## src/rtl/v_mac_dot_sequencer.sv

```systemverilog
// rtl/v_mac_dot_sequencer.sv - sequencer owning a register/multiply/accumulate pipeline for unsigned dot products
module v_mac_dot_sequencer #(
  parameter int WIDTH = 8,
  parameter int LEN_W = 8
) (
  input  logic                 clk,
  input  logic                 rst,
  input  logic                 start,
  input  logic [LEN_W-1:0]     len,
  output logic                 busy,
  input  logic [WIDTH-1:0]     a_in,
  input  logic [WIDTH-1:0]     b_in,
  input  logic                 in_valid,
  output logic                 in_ready,
  output logic [2*WIDTH-1:0]   res,
  output logic                 res_ovf,
  output logic                 res_valid,
  input  logic                 res_ready
);

  typedef enum logic [1:0] {S_IDLE, S_LOAD, S_DRAIN, S_DONE} state_t;

  state_t             state_q, state_d;
  logic [LEN_W-1:0]   len_q, len_d;
  logic [LEN_W-1:0]   cnt_q, cnt_d;
  logic [1:0]         drain_q, drain_d;
  logic [WIDTH-1:0]   ra_q, ra_d, rb_q, rb_d;
  logic [2*WIDTH-1:0] mult_q, mult_d;
  logic [2*WIDTH-1:0] acc_q, acc_d;
  logic               v1_q, v1_d, v2_q, v2_d;
  logic               ovf_q, ovf_d;
  logic               busy_q, busy_d;
  logic               in_ready_q, in_ready_d;
  logic               res_valid_q, res_valid_d;
  logic               beat;
  logic [2*WIDTH:0]   sum;

  always_comb begin
    state_d  = state_q;
    len_d    = len_q;
    cnt_d    = cnt_q;
    drain_d  = drain_q;
    ra_d     = ra_q;
    rb_d     = rb_q;
    acc_d    = acc_q;
    ovf_d    = ovf_q;
    v1_d     = 1'b0;
    beat     = in_valid & in_ready_q;
    sum      = {1'b0, acc_q} + {1'b0, mult_q};
    mult_d   = {{WIDTH{1'b0}}, ra_q} * {{WIDTH{1'b0}}, rb_q};
    v2_d     = v1_q;

    // The multiply/accumulate stages run every cycle regardless of FSM state.
    if (v2_q) begin
      acc_d = sum[2*WIDTH-1:0];
      ovf_d = ovf_q | sum[2*WIDTH];
    end

    case (state_q)
      S_IDLE: begin
        if (start) begin
          len_d   = len;
          acc_d   = '0;
          ovf_d   = 1'b0;
          cnt_d   = '0;
          drain_d = '0;
          state_d = (len == '0) ? S_DONE : S_LOAD;
        end
      end
      S_LOAD: begin
        if (beat) begin
          ra_d  = a_in;
          rb_d  = b_in;
          v1_d  = 1'b1;
          cnt_d = cnt_q + LEN_W'(1);
          if (cnt_q == len_q - LEN_W'(1)) begin
            state_d = S_DRAIN;
            drain_d = '0;
          end
        end
      end
      S_DRAIN: begin
        // Hold until the final product has passed multiply and accumulate.
        drain_d = drain_q + 2'd1;
        if (drain_q == 2'd2) state_d = S_DONE;
      end
      S_DONE: begin
        if (res_ready) state_d = S_IDLE;
      end
      default: state_d = S_IDLE;
    endcase

    busy_d      = (state_d != S_IDLE);
    in_ready_d  = (state_d == S_LOAD);
    res_valid_d = (state_d == S_DONE);
  end

  always_ff @(posedge clk) begin
    if (!rst) begin
      state_q     <= S_IDLE;
      len_q       <= '0;
      cnt_q       <= '0;
      drain_q     <= '0;
      ra_q        <= '0;
      rb_q        <= '0;
      mult_q      <= '0;
      acc_q       <= '0;
      v1_q        <= 1'b0;
      v2_q        <= 1'b0;
      ovf_q       <= 1'b0;
      busy_q      <= 1'b0;
      in_ready_q  <= 1'b0;
      res_valid_q <= 1'b0;
    end else begin
      state_q     <= state_d;
      len_q       <= len_d;
      cnt_q       <= cnt_d;
      drain_q     <= drain_d;
      ra_q        <= ra_d;
      rb_q        <= rb_d;
      mult_q      <= mult_d;
      acc_q       <= acc_d;
      v1_q        <= v1_d;
      v2_q        <= v2_d;
      ovf_q       <= ovf_d;
      busy_q      <= busy_d;
      in_ready_q  <= in_ready_d;
      res_valid_q <= res_valid_d;
    end
  end

  assign busy      = busy_q;
  assign in_ready  = in_ready_q;
  assign res       = acc_q;
  assign res_ovf   = ovf_q;
  assign res_valid = res_valid_q;

endmodule

```

## config.mk

```make
export PLATFORM = sky130hd
export DESIGN_NAME = v_mac_dot_sequencer
export DESIGN_NICKNAME = d
export VERILOG_FILES = /design/src/rtl/v_mac_dot_sequencer.sv
export SDC_FILE = /design/constraint.sdc
export NUM_CORES = 1
export LEC_CHECK = 0
export CAP_MARGIN = 10
export CORE_ASPECT_RATIO = 0.9
export CORE_MARGIN = 2
export CORE_UTILIZATION = 53
export DETAILED_ROUTE_END_ITERATION = 6
export HOLD_SLACK_MARGIN = 0.03
export PLACE_DENSITY = 0.85
export SLEW_MARGIN = 25
export SYNTH_ARGS = -nofsm -noshare
export SYNTH_HDL_FRONTEND = slang
export SYNTH_SLANG_ARGS = --single-unit
```

## constraint.sdc

```tcl
create_clock -name clk -period 3.8 [get_ports clk]
set_input_delay 0.38 -clock clk [delete_from_list [all_inputs] [get_ports clk]]
set_output_delay 0.38 -clock clk [all_outputs]
set_load 0.03 [all_outputs]
```

Word-level counts from Yosys, hierarchy flattened
Cells that the tools add are included.
- add/subtract/negate cells: 4
- multipliers: 1
- equality and inequality tests: 10
- multiplexer cells: 21
- bitwise gates (word level): 2
- reduce and logical (&&, ||, !) cells: 10
- operator list (kind ; number):
    two-way mux 16 bit ; 3
    two-way mux 2 bit ; 9
    adder 16 x 16 -> 17 bit ; 1
    multiplier 8 x 8 -> 16 bit ; 1
    two-way mux 8 bit ; 2
    one-hot mux 8 bit (2 select lines) ; 1
    adder 8 x 1 -> 8 bit (second input constant) ; 1
    equality test 2 bit (second input constant) ; 4
    equality test 8 bit ; 1
    logical NOT 8 bit ; 1
    one-hot mux 2 bit (4 select lines) ; 1
    subtractor 8 x 1 -> 8 bit (second input constant) ; 1
    inequality test 2 bit (second input constant) ; 3
    one-hot mux 2 bit (3 select lines) ; 1
    AND reduction 2 bit ; 3
    equality test 2 x 1 -> 1 bit (second input constant) ; 2
    two-way mux 1 bit ; 4
    AND reduction 4 bit ; 1
    nonzero test 2 bit ; 2
    AND reduction 3 bit ; 1
    nonzero test 3 bit ; 1
    adder 2 x 1 -> 2 bit (second input constant) ; 1
    logical NOT 2 bit ; 1
    bitwise AND 1 bit ; 1
    OR 1 bit ; 1
- flip-flop bits (word level): 74
- output and inout bits: 20
- word-level logic and storage cells: 62

Depth between registers and ports, before layout
- depth after elaboration: 6
- gate-level depth with buffers: 17
- gate-level depth less buffers: 16

Worst setup path before layout
No wires, ideal clock.
- path type: register -> register
- start: register rb_q[7]
- end: register mult_q[12]
- arrival time: 3.908 ns
- required time: 3.685 ns
- setup slack: -0.223 ns
- cell stages (with the launch flop): 16
- clock period less this slack: 4.023 ns
- cell sequence: dfxtp_1 -> clkbuf_1 -> nand2_1 -> fa_1 -> fa_1 -> inv_1 -> fa_1 -> inv_1 -> fa_1 -> inv_1 -> ha_1 -> a211o_1 -> nand2b_1 -> o21a_1 -> xor2_1 -> and2_1
- word-level cells in the longest chain between the ends: 1
- ends and longest elaborated chain (element ; line ; text):
    start, declared ; 27 ; logic [WIDTH-1:0] ra_q, ra_d, rb_q, rb_d;
    start signal, assigned ; 120 ; rb_q <= rb_d;
    multiplier 8 x 8 -> 16 bit ; 50 ; mult_d = {{WIDTH{1'b0}}, ra_q} * {{WIDTH{1'b0}}, rb_q};
    end signal, assigned ; 121 ; mult_q <= mult_d;
    end, declared ; 28 ; logic [2*WIDTH-1:0] mult_q, mult_d;
Every way passes these cells.
A chain may end at the register's enable or synchronous reset.

Final worst setup path
- start: register rb_q[4]
- end: register mult_q[12]
Same word-level chain as after synthesis.

==> metrics.md <==
| Metric | Value |
|---|---|
| Net count of the mapped netlist | ~800 |
| Clk pin slew, worst setup/hold paths | 50 ps |
| Net Sw Power | 445 uW |
| Number of H-tree branching levels | 3 |
| Power share of the clock group | between 40% and 50% |
| Switching Share | 23.8% |
| Number of hold-slack violations in the final timing report | 0 |
| Clock insertion delay at the later pin of the skew report | roughly 340 ps |
| Power density over the cells | 266 nW/um2 |
| Storage element area | 1510 um2 |
| Overall via count from detail_route | 4964 |
| Number of antenna violations at the first check in global routing | 0 |
| Post-route setup slack | -136 ps |
| Footprint of the multi-input gates | about 4000 um2 |
| Synth Register Bits | 74 |
| Share of synthesized area occupied by flip-flops and latches | 26.1% |
| Root Buffer Master | clkbuf_16 |
| Status | complete, but fails checks |
| CTS buffer count | 9 |
| Clock buffer depth | 2 |
| Setup repair after global routing missed its margin | yes |
| Placeable core region | ~10000 um2 |
| Placer's final routability congestion estimate | 0.930 |
| Via density per instance | 5.63 |
| Proportion of power drawn by flip-flops and latches | 44.1% |
| Leading cell type in the layout, fill and taps excluded | nand2_1 |
| # clock sinks | 74 |
| Maximum Capacitance Violations | 0 |
| Kind of path behind the tightest hold check | reg -> reg |
| Floorplan die height | 102 um |
| # diodes | 0 |
| Library cells used by synthesis | 53 |
| Commonest cells after routing, fill and taps aside | nand2_1 (79), dfxtp_1 (61), nor2_1 (54) |
| Syn Area/Cell | 8.46 um2 |
| Count of input and output buffers | 48 |
| Critical Path AT | 4160 ps |
| Wire length of the first global-routing pass | 22900 um |
| Required time worst endpoint | a little over 4000 ps |
| Number of routed nets with antenna violations | 0 |
| Post-Layout Inst Area | 7040 um2 |
| Final-report setup violation count | 7 |
| Placed cell areas | 6540 um2 |
| Startpoint-to-endpoint class of the critical path | reg -> reg |
| Total GRT Usage | 24.6% |
| Post-Route WL | 13500 um |
| Share of final-layout standard cells stronger than drive strength 1 | 15.4% |
| Async SR Flop Fraction | 0% |
| Post-Synthesis Cells | approximately 670 |
| Standard-cell rows | 35 |
| Overflow after GRT | 0 |
| TritonCTS clock tree | yes |
| Layout Area Growth over Synthesis | 24.1% |
| Skew final | slightly above 7 ps |
| Worst Setup End Kind | register |
| Min Tclk post-route | 3940 ps |
| Worst hold-check slack | around 440 ps |
| Floorplan die width | roughly 110 um |
| Vias in the first global route | 5070 |
| Comb pwr share | 11.1% |
| Critical Path Fanout Max | 6 |
| Final slew viol count | 0 |
| Total leakage power | 3.23 nW |
| Violated checks | design-rule violations, negative setup slack |
| Average wire per cell in the routed design | 15.3 um |
| Filler cells | 793 |
| Starting density of the core | 54.9% |
| Dominant register cell in the synthesized netlist | dfxtp_1 |
| Yosys warning total | 0 |
| Normalized max-slew margin | 41.4% |
| Period utilisation layout | 104% |
| DRC marker count from the first detailed-route iteration | 312 |
| Pin count of the biggest net entering global routing | 40 |
| Nets | slightly below 900 |
| Cell Area, Synth | approximately 5700 um2 |
| Die area | 11600 um2 |
| Setup Slack @ Placement | -189 ps |
| EDFF count, synth | 0 |
| Worst Tran Pin Value | 879 ps |
| Final core utilization | 68.1% |
| Final routed DRC violation total | 2 |
| Detailed Place HPWL | 10200 um |
| Fmax | 0.254 GHz |
| Overall power of the completed layout | 1.87 mW |
| Critical Path Source Type | register |
| Worst IR Drop VDD | ~0.23 mV |
| Initial DRT Pass Iterations | 6 |
| Top-level I/O count | 49 |
| Internal power of the cells | 1.43 mW |
critical path, stage by stage (launching register included):
cell and delay [ps]:
dfxtp_4 370, and2_4 140, fa_1 540, inv_2 40
fa_1 490, inv_2 50, fa_1 540, inv_2 40
fa_2 520, inv_2 50, ha_4 160, a211o_1 240
nand2b_4 160, o21a_1 210, xor2_1 130, and2_1 140
cell type report:
class	count	share of cell area [%]
multi-input combinational	513	57.4
timing repair buffer	90	11.4
clock inverter	2	0.533
inverter	61	3.25
clock buffer	12	3.64
sequential	74	21.5
tap	129	2.29
worst paths after layout:
kind	startpoint	to	slack [ps]	cells past startpoint
max	rb_q[4]	mult_q[12]	-140	15
min	v1_q	v2_q	440	1
max reg2reg	rb_q[4]	mult_q[12]	-140	15
min reg2reg	v1_q	v2_q	440	1
power groups by stage:
stage                     sequential, mW  clock [mW]  combinational [mW]
after floorplan                    0.832           0               0.136
after global placement             0.841           0               0.194
after detailed placement           0.843           0               0.201
after CTS                          0.824       0.862               0.205
after global routing               0.829       0.888               0.230
final                              0.826       0.839               0.209
flip-flops by register name (all words and copies together), names as in the netlist:
signal and flops:
v1_q 1, res 16, cnt_q 8, len_q 8, rb_q 8, drain_q 2
res_valid 1, res_ovf 1, in_ready 1, state_q 2, v2_q 1, busy 1
mult_q 16, ra_q 8
Yosys cell counts (all sizes together), types with 5 or more instances:
library cell / n / area, um2
nand2: 79 / 297
dfxtp: 74 / 1480
inv: 61 / 229
ha: 55 / 688
nor2: 55 / 206
and2: 50 / 314
a21oi: 37 / 185
fa: 37 / 741
nor3: 23 / 115
o21ai: 21 / 105
clkbuf: 20 / 85.1
xor2: 17 / 149
mux2i: 13 / 130
o21a: 12 / 90.1
a21o: 11 / 82.6
a211oi: 10 / 75.1
and3: 10 / 63.8
nand3: 10 / 50.1
nand4: 8 / 50.1
nor2b: 6 / 37.5
xnor2: 6 / 52.6
a211o: 5 / 43.8
a31oi: 5 / 31.3
o21bai: 5 / 37.5
or3: 5 / 31.3
per-stage QoR:
stage | setup TNS [ps] | std cells
finish | -547 | 881
global route | -1640 | 881
detailed placement | -913 | 862
global placement | -418 | 862
floorplan | 0 | 671
CTS | -253 | 880
routing by layer:
layer / wire length, um / track usage [%] / vias up / share of wire (%)
met5: 0 / 0 / - / 0
met4: 285 / 10.0 / 0 / 2.1
met3: 634 / 4.57 / 24 / 4.7
met2: 6670 / 43.7 / 164 / 49
met1: 5880 / 29.8 / 2344 / 44
li1: - / - / 2432 / -
cell families (layout without fill, tap and decap cells):
kind of cell / Yosys count / count (layout) / synth area share [%]
muxes: 14 / 14 / 2.49
buffers and inverters: 84 / 165 / 6.02
xor gates and xnor gates: 23 / 23 / 3.55
AOI/OAI and AO/OA: 125 / 125 / 14.3
DFF: 74 / 74 / 26.1
and+or+nand+nor: 259 / 259 / 22.3
adders and majority gates: 92 / 92 / 25.2
timing repair:
action,4_1_cts,5_1_grt
endpoints found under the setup margin,7,8
setup buffers,4,1
pin swaps,10,14
hold buffers,0,0
gates resized for setup,32,21
(Power assumes the default switching activity.)
